[src/rtl/rgb_sbit2wrd_p.sv]
// Serial-bit to LED-word assembler: collects decoded bits MSB first into
// BITS_PER_LED-bit words and forwards them to the LED FIFO through a small holding queue.
module rgb_sbit2wrd_p #(
  parameter int BITS_PER_LED = 24,
  parameter int OUT_W        = 32,
  parameter int HOLD_DEPTH   = 2,
  parameter int PARTIAL_MODE = 0,
  parameter int JUSTIFY      = 0
) (
  input  logic             clk,
  input  logic             rst_n,
  input  logic             in_strobe,
  input  logic             in_sbit_value,
  input  logic             in_stream_reset,
  input  logic             no_room_at_the_fifo_inn,
  input  logic             clr_overflow,
  output logic [OUT_W-1:0] out_word,
  output logic             out_strobe,
  output logic             out_partial,
  output logic             need_a_manger,
  output logic [15:0]      words_dropped,
  output logic [5:0]       bit_count
);

  localparam int BPL = BITS_PER_LED;
  localparam logic [5:0] LAST_BIT = 6'(BPL - 1);
  localparam logic [5:0] BPL_W    = 6'(BPL);
  localparam logic [2:0] PTR_MASK = 3'(HOLD_DEPTH - 1);
  localparam logic [3:0] DEPTH    = 4'(HOLD_DEPTH);

  logic           strobe_d;
  logic           ev;
  logic [BPL-1:0] sh;
  logic [5:0]     bit_cnt;

  logic           push;
  logic [BPL-1:0] push_word;
  logic           push_part;

  logic [BPL:0]   q_mem [0:7];
  logic [2:0]     wr_ptr;
  logic [2:0]     rd_ptr;
  logic [3:0]     q_cnt;
  logic           q_full;
  logic           pop;
  logic           accept;
  logic           drop;
  logic [BPL-1:0] head_word;
  logic [OUT_W-1:0] head_placed;

  assign ev        = in_strobe & ~strobe_d;
  assign bit_count = bit_cnt;

  always_comb begin
    push      = 1'b0;
    push_word = '0;
    push_part = 1'b0;
    if (ev) begin
      if (in_stream_reset) begin
        // sh holds bit_cnt bits right-aligned; shift them up to the MSBs
        if (bit_cnt != 6'd0 && PARTIAL_MODE == 1) begin
          push      = 1'b1;
          push_word = sh << (BPL_W - bit_cnt);
          push_part = 1'b1;
        end
      end else if (bit_cnt == LAST_BIT) begin
        push      = 1'b1;
        push_word = {sh[BPL-2:0], in_sbit_value};
      end
    end
  end

  assign q_full = (q_cnt == DEPTH);
  assign pop    = (q_cnt != 4'd0) && !no_room_at_the_fifo_inn;
  assign accept = push && (!q_full || pop);
  assign drop   = push && q_full && !pop;

  assign head_word = q_mem[rd_ptr][BPL:1];

  if (JUSTIFY == 1) begin : g_left
    assign head_placed = OUT_W'(head_word) << (OUT_W - BPL);
  end else begin : g_right
    assign head_placed = OUT_W'(head_word);
  end

  // strobe_d follows in_strobe even in reset, so a strobe already high at
  // reset release is seen as old and does not create an event.
  always_ff @(posedge clk) begin
    strobe_d <= in_strobe;
  end

  always_ff @(posedge clk) begin
    if (!rst_n) begin
      sh      <= '0;
      bit_cnt <= '0;
    end else if (ev) begin
      if (in_stream_reset || bit_cnt == LAST_BIT) begin
        sh      <= '0;
        bit_cnt <= '0;
      end else begin
        sh      <= {sh[BPL-2:0], in_sbit_value};
        bit_cnt <= bit_cnt + 6'd1;
      end
    end
  end

  always_ff @(posedge clk) begin
    if (rst_n && accept) q_mem[wr_ptr] <= {push_word, push_part};
  end

  always_ff @(posedge clk) begin
    if (!rst_n) begin
      wr_ptr      <= '0;
      rd_ptr      <= '0;
      q_cnt       <= '0;
      out_word    <= '0;
      out_strobe  <= 1'b0;
      out_partial <= 1'b0;
    end else begin
      out_strobe <= pop;
      if (accept) wr_ptr <= (wr_ptr + 3'd1) & PTR_MASK;
      if (pop) begin
        rd_ptr      <= (rd_ptr + 3'd1) & PTR_MASK;
        out_word    <= head_placed;
        out_partial <= q_mem[rd_ptr][0];
      end
      case ({accept, pop})
        2'b10:   q_cnt <= q_cnt + 4'd1;
        2'b01:   q_cnt <= q_cnt - 4'd1;
        default: q_cnt <= q_cnt;
      endcase
    end
  end

  // A drop on the same edge as a clear leaves the flag set and a count of one.
  always_ff @(posedge clk) begin
    if (!rst_n) begin
      need_a_manger <= 1'b0;
      words_dropped <= '0;
    end else if (drop) begin
      need_a_manger <= 1'b1;
      if (clr_overflow)                   words_dropped <= 16'd1;
      else if (words_dropped != 16'hFFFF) words_dropped <= words_dropped + 16'd1;
    end else if (clr_overflow) begin
      need_a_manger <= 1'b0;
      words_dropped <= '0;
    end
  end

endmodule

[config.mk]
export PLATFORM = sky130hd
export DESIGN_NAME = rgb_sbit2wrd_p
export DESIGN_NICKNAME = d
export VERILOG_FILES = /design/src/rtl/rgb_sbit2wrd_p.sv
export SDC_FILE = /design/constraint.sdc
export NUM_CORES = 1
export LEC_CHECK = 0
export CORE_ASPECT_RATIO = 0.9
export CORE_MARGIN = 3
export CORE_UTILIZATION = 41
export CTS_BUF_LIST = sky130_fd_sc_hd__clkbuf_16
export DETAILED_ROUTE_END_ITERATION = 16
export PLACE_DENSITY = 0.6
export SLEW_MARGIN = 20
export SYNTH_ARGS = -nofsm -noshare
export SYNTH_HDL_FRONTEND = slang
export SYNTH_SLANG_ARGS = --single-unit
[constraint.sdc]
create_clock -name clk -period 9.61 [get_ports clk]
set_input_delay 1.4415 -clock clk [delete_from_list [all_inputs] [get_ports clk]]
set_output_delay 1.4415 -clock clk [all_outputs]
set_load 0.005 [all_outputs]
==> results.sh <==
export IMPL_status="finished, final reports clean"
export IMPL_min_path_cells=2
export IMPL_worstRegToRegCells=9
export IMPL_cts_hold_buf=0
export IMPL_switchingPower_mw=0.302
export IMPL_hold_path_class="reg2reg"
export IMPL_synth_distinct_cells=52
export IMPL_cts_setup_buffers=0
export IMPL_vias=3803
export IMPL_slew_violations=0
export IMPL_crit_required_ps=9920
export IMPL_swShare_pct=22.8
export IMPL_drv_cap=0
export IMPL_seqPwrFrac_pct=44.0
export IMPL_place_area_um2=5890
export IMPL_vdd_drop_max_uv=135
export IMPL_path_class="in2reg"
export IMPL_die_area_um2=14200
export IMPL_coreArea_um2=12300
export IMPL_rsz0062_at_grt="no"
export IMPL_grt_pass1_wl_um=18200
export IMPL_finish_utilization_pct=53.1
export IMPL_area_growth_pct=24.4
export IMPL_register_area_um2=3000
export IMPL_synth_area_per_cell_um2=10.8
export IMPL_crit_arrival_ps=4230
export IMPL_rows=38
export IMPL_wl_per_cell_um=15.2
export IMPL_min_to="need_a_manger"
export IMPL_cts_sinks=126
export IMPL_htree_levels=4
export IMPL_min_period_ps=3920
export IMPL_hold_path_startpoint="need_a_manger"
export IMPL_final_net_count=541
export IMPL_cts_root_buf="clkbuf_16"
export IMPL_ys_seq_area_share_pct=57.3
export IMPL_synth_compound_area_share_pct=12.9
export IMPL_finalNonFillerCells=704
export IMPL_die_h_um=113
export IMPL_ys_flop_type="dfxtp_1"
export IMPL_dpl_hpwl_um=6800
export IMPL_synth_simple_area_share_pct=18.1
export IMPL_max_slew_margin_pct=38.7
export IMPL_antenna_cells=0
export IMPL_drc=0
export IMPL_clock_power_share_pct=47.2
export IMPL_yosys_warnings=0
export IMPL_cts_buffers=17
export IMPL_ioPinCount=64
export IMPL_rr_endpoint="q_cnt[1]"
export IMPL_worstSetupStartpointType="input port"
export IMPL_antenna_found_initial=0
export IMPL_initial_core_util_pct=42.7
export IMPL_pwr_share_comb_pct=8.8
export IMPL_hold_violations=0
export IMPL_tightest_slew_ps=911
export IMPL_crit_path_max_fanout=28
export IMPL_path_clk_slew_ps=60
export IMPL_tns_ps=0
export IMPL_firstDrtPassIters=4
export IMPL_syn_inst=484
export IMPL_cts_buffer_depth=2
export IMPL_async_reset_ff_share_pct=0
export IMPL_grt_overflow_total=0
export IMPL_powerDensity_nw_per_um2=204
export IMPL_power_total_mw=1.33
export IMPL_grt_usage_pct=16.2
export IMPL_wl_um=10700
export IMPL_portBuffers=54
export IMPL_dp_cells=671
export IMPL_synth_xor_area_share_pct=1.00
export IMPL_final_area_um2=6520
export IMPL_p_int_mw=1.03
export IMPL_rr_startpoint="bit_count[0]"
export IMPL_cts_tree="built"
export IMPL_ys_seq_elements=126
export IMPL_setup_viol=0
export IMPL_fmax_ghz=0.255
export IMPL_drive_gt1_share_pct=9.56
export IMPL_cts_resized=0
export IMPL_leakagePower_nw=2.11
export IMPL_finClkSkew_ps=13.7
export IMPL_grt_pass1_vias=3587
export IMPL_syn_area_um2=5240
export IMPL_antenna_left=0
export IMPL_ff2ff_setup_slack_ps=6620
export IMPL_gp_congestion=0.834
export IMPL_synth_edf_count=48
export IMPL_grt_max_degree=54
export IMPL_fillerInstances=1098
export IMPL_multi_input_area_um2=2080
export IMPL_worstSkewPairLatency_ps=420
export IMPL_synth_mux_area_share_pct=5.73
export IMPL_timing_final_crit_share_pct=40.8
export IMPL_vias_per_cell=5.40
export IMPL_synthAdderAreaFrac_pct=0.716
export IMPL_synth_top_family_by_area="simple AND/OR/NAND/NOR gates"
export IMPL_drtIter0Drc=257
export IMPL_cp_end_kind="flip-flop"
export IMPL_chipWidth_um=125
==> worst max path at each step <==
stage	startpoint	end	slack, ps
6_report	in_stream_reset	q_cnt[1]	5690
5_1_grt	in_stream_reset	q_cnt[1]	5460
4_1_cts	in_stream_reset	q_cnt[1]	5700
3_5_place_dp	in_stream_reset	q_cnt[1]	5240
3_3_place_gp	no_room_at_the_fifo_inn	q_cnt[1]	5380
2_1_floorplan	in_strobe	q_mem[1][0]	4440
==> metal layers <==
layer | global-route usage, % | part of all wire, % | wire, um
met3 | 4.81 | 5.5 | 587
met5 | 0 | 0 | 0
met4 | 8.02 | 1.1 | 121
met2 | 25.4 | 47 | 5090
met1 | 20.5 | 46 | 4930
==> synth_stat cells, drive strengths merged, types with 6 or more instances <==
| master | instances | area [um2] |
|---|---|---|
| dfxtp | 78 | 1560 |
| nor2 | 61 | 229 |
| edfxtp | 48 | 1440 |
| clkbuf | 32 | 120 |
| mux2i | 30 | 300 |
| and3 | 27 | 169 |
| a211oi | 25 | 188 |
| a22oi | 24 | 180 |
| a21oi | 15 | 75.1 |
| nand2 | 15 | 56.3 |
| nor4 | 12 | 75.1 |
| buf | 11 | 82.6 |
| nand4 | 10 | 62.6 |
| nand3 | 8 | 40.0 |
| o31ai | 8 | 60.1 |
| or4 | 8 | 63.8 |
| o21ai | 7 | 35.0 |
| nand2b | 6 | 37.5 |
| nor3 | 6 | 30.0 |
==> power groups by stage <==
| stage | sequential, mW | clock (mW) | combinational (mW) |
|---|---|---|---|
| 6_report | 0.585 | 0.627 | 0.117 |
| 5_1_grt | 0.587 | 0.667 | 0.131 |
| 4_1_cts | 0.585 | 0.642 | 0.115 |
| 3_5_place_dp | 0.596 | 0 | 0.114 |
| 3_3_place_gp | 0.596 | 0 | 0.113 |
| 2_1_floorplan | 0.591 | 0 | 0.0721 |
==> cells in the final DEF (no fill, tap or decap), types with 3 or more instances in the layout <==
cell type	instances
dfxtp_1	78
nor2_1	60
clkdlybuf4s50_1	54
edfxtp_1	48
mux2i_1	30
and3_1	27
a211oi_1	24
a22oi_1	24
clkbuf_16	18
nand2_1	15
a21oi_1	15
nor4_1	10
nand4_1	10
conb_1	9
nand3_1	8
o31ai_1	8
buf_4	8
o21ai_0	7
or4_1	7
nand2b_1	6
nor3_1	6
or3_1	4
inv_1	4
clkinv_4	4
xnor2_1	3
clkinv_1	3
xor2_1	3
and4_1	3
or2_2	3
ha_1	3
clkinv_2	3
==> registers in the layout, indices dropped and copies added (netlist names), 4 cells and up <==
register       count
words_dropped     16
sh                23
q_mem             48
out_word          24
q_cnt              4
bit_count          6
==> worst max-delay path, stage by stage <==
cell and delay (ps):
clkdlybuf4s50_1 500, and4b_1 900, nand2_1 320, nand2_1 150, xnor2_1 130, ha_1 260, nor4_1 260, o21ai_0 110
o2111a_1 160
==> final cells by class <==
type	count	area share, %
Sequential cell	126	46.1
Multi-Input combinational cell	318	31.9
Timing Repair Buffer	63	9.64
Clock buffer	18	6.91
Tap cell	160	3.07
Clock inverter	14	2.17
Inverter	5	0.288
==> kinds of logic after synthesis <==
group / after synthesis
AOI/OAI and AO/OA: 95
xor gates and xnor gates: 6
adders and majority gates: 3
buffers and inverters: 48
DFF: 126
muxes: 30
other: 1
and+or+nand+nor: 175
==> through the flow <==
| stage | hold WS (ps) | worst slack, ps |
|---|---|---|
| after global placement | 468 | 5380 |
| after CTS | 476 | 5700 |
| after floorplan | 462 | 4440 |
| final | 467 | 5690 |
| after global routing | 515 | 5460 |
| after detailed placement | 466 | 5240 |
(Power assumes the default switching activity.)
